$ cat config.mk
export PLATFORM = sky130hd
export DESIGN_NAME = spi_slave_rx
export DESIGN_NICKNAME = d
export VERILOG_FILES = /design/src/rtl/spi_slave_rx.sv
export SDC_FILE = /design/constraint.sdc
export NUM_CORES = 1
export LEC_CHECK = 0
export ABC_AREA = 1
export CAP_MARGIN = 40
export CELL_PAD_IN_SITES_DETAIL_PLACEMENT = 1
export CELL_PAD_IN_SITES_GLOBAL_PLACEMENT = 1
export CORE_ASPECT_RATIO = 0.7
export CORE_MARGIN = 4
export CORE_UTILIZATION = 51
export CTS_CLUSTER_DIAMETER = 100
export DETAILED_ROUTE_END_ITERATION = 7
export PLACE_DENSITY_LB_ADDON = 0.1
export SYNTH_ARGS = -nofsm -noshare
export SYNTH_HDL_FRONTEND = slang
export SYNTH_SLANG_ARGS = --single-unit
$ cat constraint.sdc
create_clock -name clk -period 4.2 [get_ports clk]
set_input_delay 0.42 -clock clk [delete_from_list [all_inputs] [get_ports clk]]
set_output_delay 0.42 -clock clk [all_outputs]
set_load 0.05 [all_outputs]
$ cat src/rtl/spi_slave_rx.sv
// spi_slave_rx: SPI receive stage that deserializes LSB-first frames from the SPI master into a local byte FIFO.
// Optional feature macro SPI_RX_ECHO_EN: miso echoes the previously completed byte back to the master.
//
// state | meaning
// IDLE  | cs inactive; sclk edges are ignored
// SHIFT | cs active; one mosi bit is sampled per sclk rise, and bytes complete every DATA_W rises
module spi_slave_rx #(
    parameter int DEPTH  = 8,
    parameter int AW     = 3,
    parameter int DATA_W = 8
) (
    input  logic              clk,
    input  logic              rst,
    input  logic              sclk,
    input  logic              cs,
    input  logic              mosi,
    output logic              miso,
    input  logic              rd_en,
    output logic [DATA_W-1:0] rd_data,
    output logic              empty,
    output logic              full,
    output logic [AW:0]       count,
    output logic              overflow,
    output logic              frame_err,
    input  logic              clr_err
);
    localparam int BW = (DATA_W > 1) ? $clog2(DATA_W) : 1;
    localparam logic [BW-1:0] LAST_BIT = BW'(DATA_W - 1);
    localparam logic [AW:0]   FULL_CNT = (AW + 1)'(DEPTH);

    typedef enum logic {
        IDLE  = 1'b0,
        SHIFT = 1'b1
    } state_t;

    logic [1:0] sclk_sync;
    logic [1:0] cs_sync;
    logic [1:0] mosi_sync;
    logic       sclk_d;
    logic       cs_d;
    logic       sclk_s;
    logic       cs_s;
    logic       mosi_s;
    logic       sclk_rise;
    logic       cs_rise;
    logic       cs_fall;

    state_t            state;
    state_t            state_next;
    logic              start;
    logic              stop;
    logic              shift_en;
    logic              byte_done;
    logic              frame_set;
    logic [BW-1:0]     bit_cnt;
    logic [DATA_W-1:0] sreg;
    logic [DATA_W-1:0] byte_word;
    logic              push_vld;
    logic [DATA_W-1:0] push_data;

    logic [DATA_W-1:0] mem [DEPTH];
    logic [AW-1:0]     wr_ptr;
    logic [AW-1:0]     rd_ptr;
    logic [AW:0]       count_next;
    logic              do_push;
    logic              do_pop;
    logic              ovf_set;

    always_ff @(posedge clk or posedge rst) begin
        if (rst) begin
            sclk_sync <= '0;
            cs_sync   <= '0;
            mosi_sync <= '0;
            sclk_d    <= 1'b0;
            cs_d      <= 1'b0;
        end else begin
            sclk_sync <= {sclk_sync[0], sclk};
            cs_sync   <= {cs_sync[0], cs};
            mosi_sync <= {mosi_sync[0], mosi};
            sclk_d    <= sclk_sync[1];
            cs_d      <= cs_sync[1];
        end
    end

    assign sclk_s    = sclk_sync[1];
    assign cs_s      = cs_sync[1];
    assign mosi_s    = mosi_sync[1];
    assign sclk_rise = sclk_s & ~sclk_d;
    assign cs_rise   = cs_s & ~cs_d;
    assign cs_fall   = ~cs_s & cs_d;

    always_ff @(posedge clk or posedge rst) begin
        if (rst) begin
            state <= IDLE;
        end else begin
            state <= state_next;
        end
    end

    // cs falling takes priority over a coincident sclk rise: the frame is over.
    always_comb begin
        state_next = state;
        start      = 1'b0;
        stop       = 1'b0;
        shift_en   = 1'b0;
        byte_done  = 1'b0;
        frame_set  = 1'b0;
        case (state)
            IDLE: begin
                if (cs_rise) begin
                    state_next = SHIFT;
                    start      = 1'b1;
                end
            end
            SHIFT: begin
                if (cs_fall) begin
                    state_next = IDLE;
                    stop       = 1'b1;
                    frame_set  = (bit_cnt != '0);
                end else if (sclk_rise) begin
                    shift_en  = 1'b1;
                    byte_done = (bit_cnt == LAST_BIT);
                end
            end
            default: state_next = IDLE;
        endcase
    end

    always_comb begin
        byte_word          = sreg;
        byte_word[bit_cnt] = mosi_s;
    end

    always_ff @(posedge clk or posedge rst) begin
        if (rst) begin
            bit_cnt   <= '0;
            sreg      <= '0;
            push_vld  <= 1'b0;
            push_data <= '0;
        end else begin
            push_vld <= byte_done;
            if (byte_done) begin
                push_data <= byte_word;
            end
            if (start || stop) begin
                bit_cnt <= '0;
            end else if (shift_en) begin
                sreg    <= byte_word;
                bit_cnt <= byte_done ? '0 : bit_cnt + 1'b1;
            end
        end
    end

    // A full FIFO still accepts a push when the same cycle pops a byte.
    assign do_pop     = rd_en & ~empty;
    assign do_push    = push_vld & (~full | do_pop);
    assign ovf_set    = push_vld & full & ~do_pop;
    assign count_next = count + {{AW{1'b0}}, do_push} - {{AW{1'b0}}, do_pop};

    always_ff @(posedge clk) begin
        if (do_push) begin
            mem[wr_ptr] <= push_data;
        end
    end

    always_ff @(posedge clk or posedge rst) begin
        if (rst) begin
            wr_ptr  <= '0;
            rd_ptr  <= '0;
            count   <= '0;
            empty   <= 1'b1;
            full    <= 1'b0;
            rd_data <= '0;
        end else begin
            if (do_push) begin
                wr_ptr <= wr_ptr + 1'b1;
            end
            if (do_pop) begin
                rd_data <= mem[rd_ptr];
                rd_ptr  <= rd_ptr + 1'b1;
            end
            count <= count_next;
            empty <= (count_next == '0);
            full  <= (count_next == FULL_CNT);
        end
    end

    always_ff @(posedge clk or posedge rst) begin
        if (rst) begin
            overflow  <= 1'b0;
            frame_err <= 1'b0;
        end else begin
            overflow  <= ovf_set | (overflow & ~clr_err);
            frame_err <= frame_set | (frame_err & ~clr_err);
        end
    end

`ifdef SPI_RX_ECHO_EN
    logic              sclk_fall;
    logic [DATA_W-1:0] echo;
    logic              miso_q;

    assign sclk_fall = ~sclk_s & sclk_d;

    // Echo captures every completed byte, including ones the FIFO drops.
    always_ff @(posedge clk or posedge rst) begin
        if (rst) begin
            echo   <= '0;
            miso_q <= 1'b0;
        end else begin
            if (byte_done) begin
                echo <= byte_word;
            end
            if (state != SHIFT) begin
                miso_q <= 1'b0;
            end else if (sclk_fall) begin
                miso_q <= echo[bit_cnt];
            end
        end
    end

    assign miso = miso_q & (state == SHIFT);
`else
    assign miso = 1'b0;
`endif

endmodule

* Word level (Yosys, flattened, before mapping)
Memories as Yosys holds them, arrays and structs flattened. A register that Yosys moved wholly into a read port is not among the register bits.
Index checks and enable logic that the tools add are counted.
** Operators by class
- Add/sub/neg operators :: 5
- $mul :: 0
- Divide/modulo/power cells :: 0
- Magnitude comparators :: 2
- Equal/unequal tests :: 2
- Shift operators :: 0
- Mux-type cells :: 22
- Bitwise operators :: 21
- Reductions and logical operators :: 6
** Operators by type and width (number)
- 1-bit two-way mux :: 16
- 3-bit by 1-bit adder with 3-bit output, second input constant :: 3
- 1-bit bitwise AND :: 9
- 3-bit two-way mux :: 3
- 1-bit inverter :: 9
- 8-bit bitwise mux :: 1
- 4-bit by 1-bit adder with 4-bit output :: 1
- 4-bit == test, second input constant :: 1
- 4-bit zero test :: 1
- 3-bit by 4-bit less-than comparator with 1-bit output, second input constant :: 1
- 4-bit by 1-bit subtractor with 4-bit output :: 1
- 1-bit demux with 3-bit select :: 1
- 3-bit == test, second input constant :: 1
- 3-bit by 1-bit >= comparator with 1-bit output, second input constant :: 1
- 1-bit OR :: 3
- 3-bit nonzero test :: 1
- 1-bit one-hot mux with 2 select lines :: 1
- 2-bit AND reduction :: 1
- 2-bit nonzero test :: 1
- 1-bit logical AND :: 1
- 1-bit logical OR :: 1
** Word-level totals
- Register bits :: 43
- Bits in latches :: 0
- Bits in writable memories :: 64
- Memory bits (read-only) :: 0
- Output and inout bits :: 17
- Logic and storage cells :: 76
- Memories kept :: 1
** Memories
- mem :: words 8, bits a word 8, read ports 1, clocked after memory_dff 1, wr ports 1, line 61 : logic [DATA_W-1:0] mem [DEPTH];

* Logic depth before layout (Yosys ltp)
- Word-level depth :: 8
- Gate-level depth with buffers :: 13
- Mapped depth without buffers :: 13

* Least setup slack after synthesis
No wires, ideal clock.
- Path type :: register to register
- Start point :: reg empty
- End point :: reg empty
- Library setup time :: 0.068 ns
- Arrival time :: 2.273 ns
- Required time :: 4.132 ns
- Setup slack :: 1.859 ns
- Cell stages (with the launch flop) :: 14
- Path through :: dfstp_2 > inv_1 > nand2_1 > inv_1 > buf_2 > ha_1 > inv_1 > ha_1 > inv_1 > fa_1 > inv_1 > nor2_1 > nand2_1 > nor2_1
** On the way
- Word-level cells in the longest chain between the ends :: 7
** RTL lines
- start: declaration :: line 20 : output logic empty,
- start signal: assignment :: line 183 : empty <= (count_next == '0);
- 1-bit inverter * :: line 155 : assign do_pop = rd_en & ~empty;
- 1-bit bitwise AND * :: line 155
- via do_pop :: line 66 : logic do_pop;
- 1-bit OR :: line 156 : assign do_push = push_vld & (~full | do_pop);
- 1-bit bitwise AND :: line 156
- 4-bit by 1-bit adder with 4-bit output :: line 158 : assign count_next = count + {{AW{1'b0}}, do_push} - {{AW{1'b0}}, do_pop};
- 4-bit by 1-bit subtractor with 4-bit output * :: line 158
- via count_next[1] :: line 64 : logic [AW:0] count_next;
- 4-bit zero test * :: line 183
Mark *: on every way through the listed nets, which the timed path passes. The rest lies on a longest branch.
A chain may end at the register's enable or synchronous reset.

* Final worst setup path
- Start point :: reg empty
- End point :: reg empty
** On the way
- Word-level cells in the longest chain between the ends :: 7
** RTL lines (line)
- 1-bit inverter * :: 155
- 1-bit bitwise AND * :: 155
- 1-bit OR :: 156
- 1-bit bitwise AND :: 156
- 4-bit by 1-bit adder with 4-bit output :: 158
- 4-bit by 1-bit subtractor with 4-bit output * :: 158
- 4-bit zero test * :: 183
Every way passes the cells marked *; elsewhere a longest branch is shown, timed or not.

==> results.ini <==
[grt]
grt_overflow = 0
grt_util_all_layers = 0.259
grt_pass1_vias = 3882
grt_start_max_net_pins = 35
grt_pass1_wl_um = 22000
antenna_found_initial = 0

[timing]
period_share = 0.671
final_max_slew_viol_count = 0
worstMarginPinSlew_ps = 742
hold_viol_final = 0
skew_ps = 9.02
finalSetupTns_ps = 0
max_slew_margin = 0.503
min_period_ps = 2820
setup_viol = 0
max_freq_ghz = 0.355
rsz0062_at_grt = false

[setup_path]
slowest_delay_ps = 530
cp-start-kind = flip-flop
cp_cell_sequence = inv_1, nand2_1, inv_1, ha_1, inv_1, ha_1, inv_1, fa_1, xor2_1, nand2_1, nor2_1
rr_worst_depth = 11
cp-end-kind = flip-flop
cpMostUsedCell = inv_1
slowest_stage = dfstp_2
worst-path-max-fanout = 12
required_ps = 4540
crit_type = flip-flop to flip-flop
cp_data_arrival_time_ps = 3160

[place]
placed_cell_area_um2 = 5250
dpl.hpwl_um = 8430
gp_congestion = 0.841
io_buffers = 22
dp_cells = 626

[routing]
vias_per_cell = 5.47
ant_nets = 0
drt_iter0_markers = 357
dr.pass1.iters = 5
post_drt_wl_per_cell_um = 20.9
drt_wl_total_um = 13800
route.vias.total = 3600
remaining_drc_errors = 0

[synth]
yosysUniqueCellTypes = 29
avgSynthCellArea_um2 = 10.1
syn_area_um2 = 4990
ys_seq_elements = 115
seq_area_frac_synth = 0.642
synth_edf_count = 64
synthArstFlopShare = 0.443
synthCells = 494
synth_top_flop_cell = edfxtp_1
synth_nets = 511
yosys_warnings = 0

[clocking]
cts_sinks = 115
htreeDepth = 4
cts_buffers = 17
cts_resized = 0
cts.clk_slew.worst_paths_ps = 50
post_cts_buffers = 0
cts_tree = done
clk_latency_ps = 410
cts-root-buf = clkbuf_16
clockBufferDepth = 2
hold_buffers = 0

[die]
die_h_um = 90.7
die_area_um2 = 11400
die_w_um = 126
rows = 29
start_util = 0.537
design.core.area_um2 = 9290
io_pins = 24

[min_path]
hp-class = primary input to async pin

[power_and_ir_drop]
vdd_drop_max_v = 0.000341
power.density_nw_per_um2 = 673
leakage_nw = 2.77

[final_layout]
mostFrequentLayoutCell = nand2_1
finish.cell_count_without_fillers = 658
utilization = 0.627
nFillCells = 1006
design_area_um2 = 5820
num_antenna_cells = 0
nets = 538
syn2layout_area_growth_pct = 16.8
most-common-layout-cells = 163 x nand2_1, 69 x inv_1, 64 x edfxtp_1, 60 x nand3_1, 50 x dfrtp_1
drive_gt1_frac = 0.0805

[run_status]
outcome = finished, final reports clean

[job]
drv_cap = 0

[critical path: cells and delay by family (launching register included)]
| kind | cells | cell delay [ps] |
|---|---|---|
| flops | 1 | 530 |
| buf+inv | 4 | 460 |
| fa+ha+maj | 3 | 930 |
| xor+xnor | 1 | 220 |
| simple gates | 3 | 600 |
[cell usage after synthesis, types with 2 or more instances]
cell type	count	area, um^2
nand3_1	60	300
nor2_1	14	52.6
buf_2	5	25.0
inv_2	3	11.3
o21ai_1	9	45.0
xnor2_1	2	17.5
nand2_2	4	25.0
nand2_1	163	612
ha_1	9	113
buf_6	6	67.6
o21ai_0	13	65.1
edfxtp_1	64	1920
buf_4	4	30.0
inv_1	70	263
dfrtp_1	50	1250
xor2_1	5	43.8
[routing by layer]
metal | track usage | share of wire | vias to the layer above
met5 | 0 | 0 | -
met3 | 0.0762 | 0.068 | 19
met1 | 0.364 | 0.46 | 1807
met4 | 0.0732 | 0.015 | 0
li1 | - | - | 1628
met2 | 0.394 | 0.45 | 146
[layout make-up]
cell class	count	area [um^2]	share of cell area
inverters	76	293	0.0503
repair buffers	24	248	0.0425
clock buffers	28	528	0.0907
multi-input cells	287	1360	0.233
flip-flops and latches	115	3200	0.549
clock inverters	4	45.0	0.00773
well taps	124	155	0.0266
[path summary, 6_finish.rpt]
check	startpoint	to	slack [ps]
max in group asynchronous	rst	sreg[2]$_DFFE_PP0P_	3340
hold / removal	rst	sclk_d$_DFF_PP0_	330
hold reg to reg	cs_sync[0]$_DFF_PP0_	cs_sync[1]$_DFF_PP0_	340
min in group clk	cs_sync[0]$_DFF_PP0_	cs_sync[1]$_DFF_PP0_	340
setup reg to reg	empty$_DFF_PP1_	empty$_DFF_PP1_	1380
setup / recovery	empty$_DFF_PP1_	empty$_DFF_PP1_	1380
[flip-flops by register name, summed over array words and instances (netlist names), 3 cells and up]
register	cells
push_data	8
rd_ptr	3
sreg	8
wr_ptr	3
bit_cnt	3
rd_data	8
count	4
mem	64
[power by group]
group / internal, W / switching (W) / total [W]
clock network: 0.000908 / 0.000476 / 0.00138
registers: 0.00129 / 0.000125 / 0.00141
logic: 0.000334 / 0.000790 / 0.00112
[stage by stage]
stage               hold slack [ps]  setup WS [ps]  total power [W]
floorplan                       331           1860          0.00221
global placement                334           1320          0.00246
detailed placement              342           1160          0.00250
CTS                             335           1320          0.00393
global route                    356           1130          0.00410
finish                          333           1380          0.00392
[cells by family (layout without fill, tap and decap cells)]
family          after synthesis  after routing  synth area share
buf+inv                      92            132            0.0863
fa+ha+maj                    10             10            0.0266
flops                       115            115             0.642
simple gates                246            246             0.209
xor+xnor                      7              7            0.0123
other cells                   1              1          0.000752
compound gates               23             23            0.0233
Power figures use the tool's default switching activity.
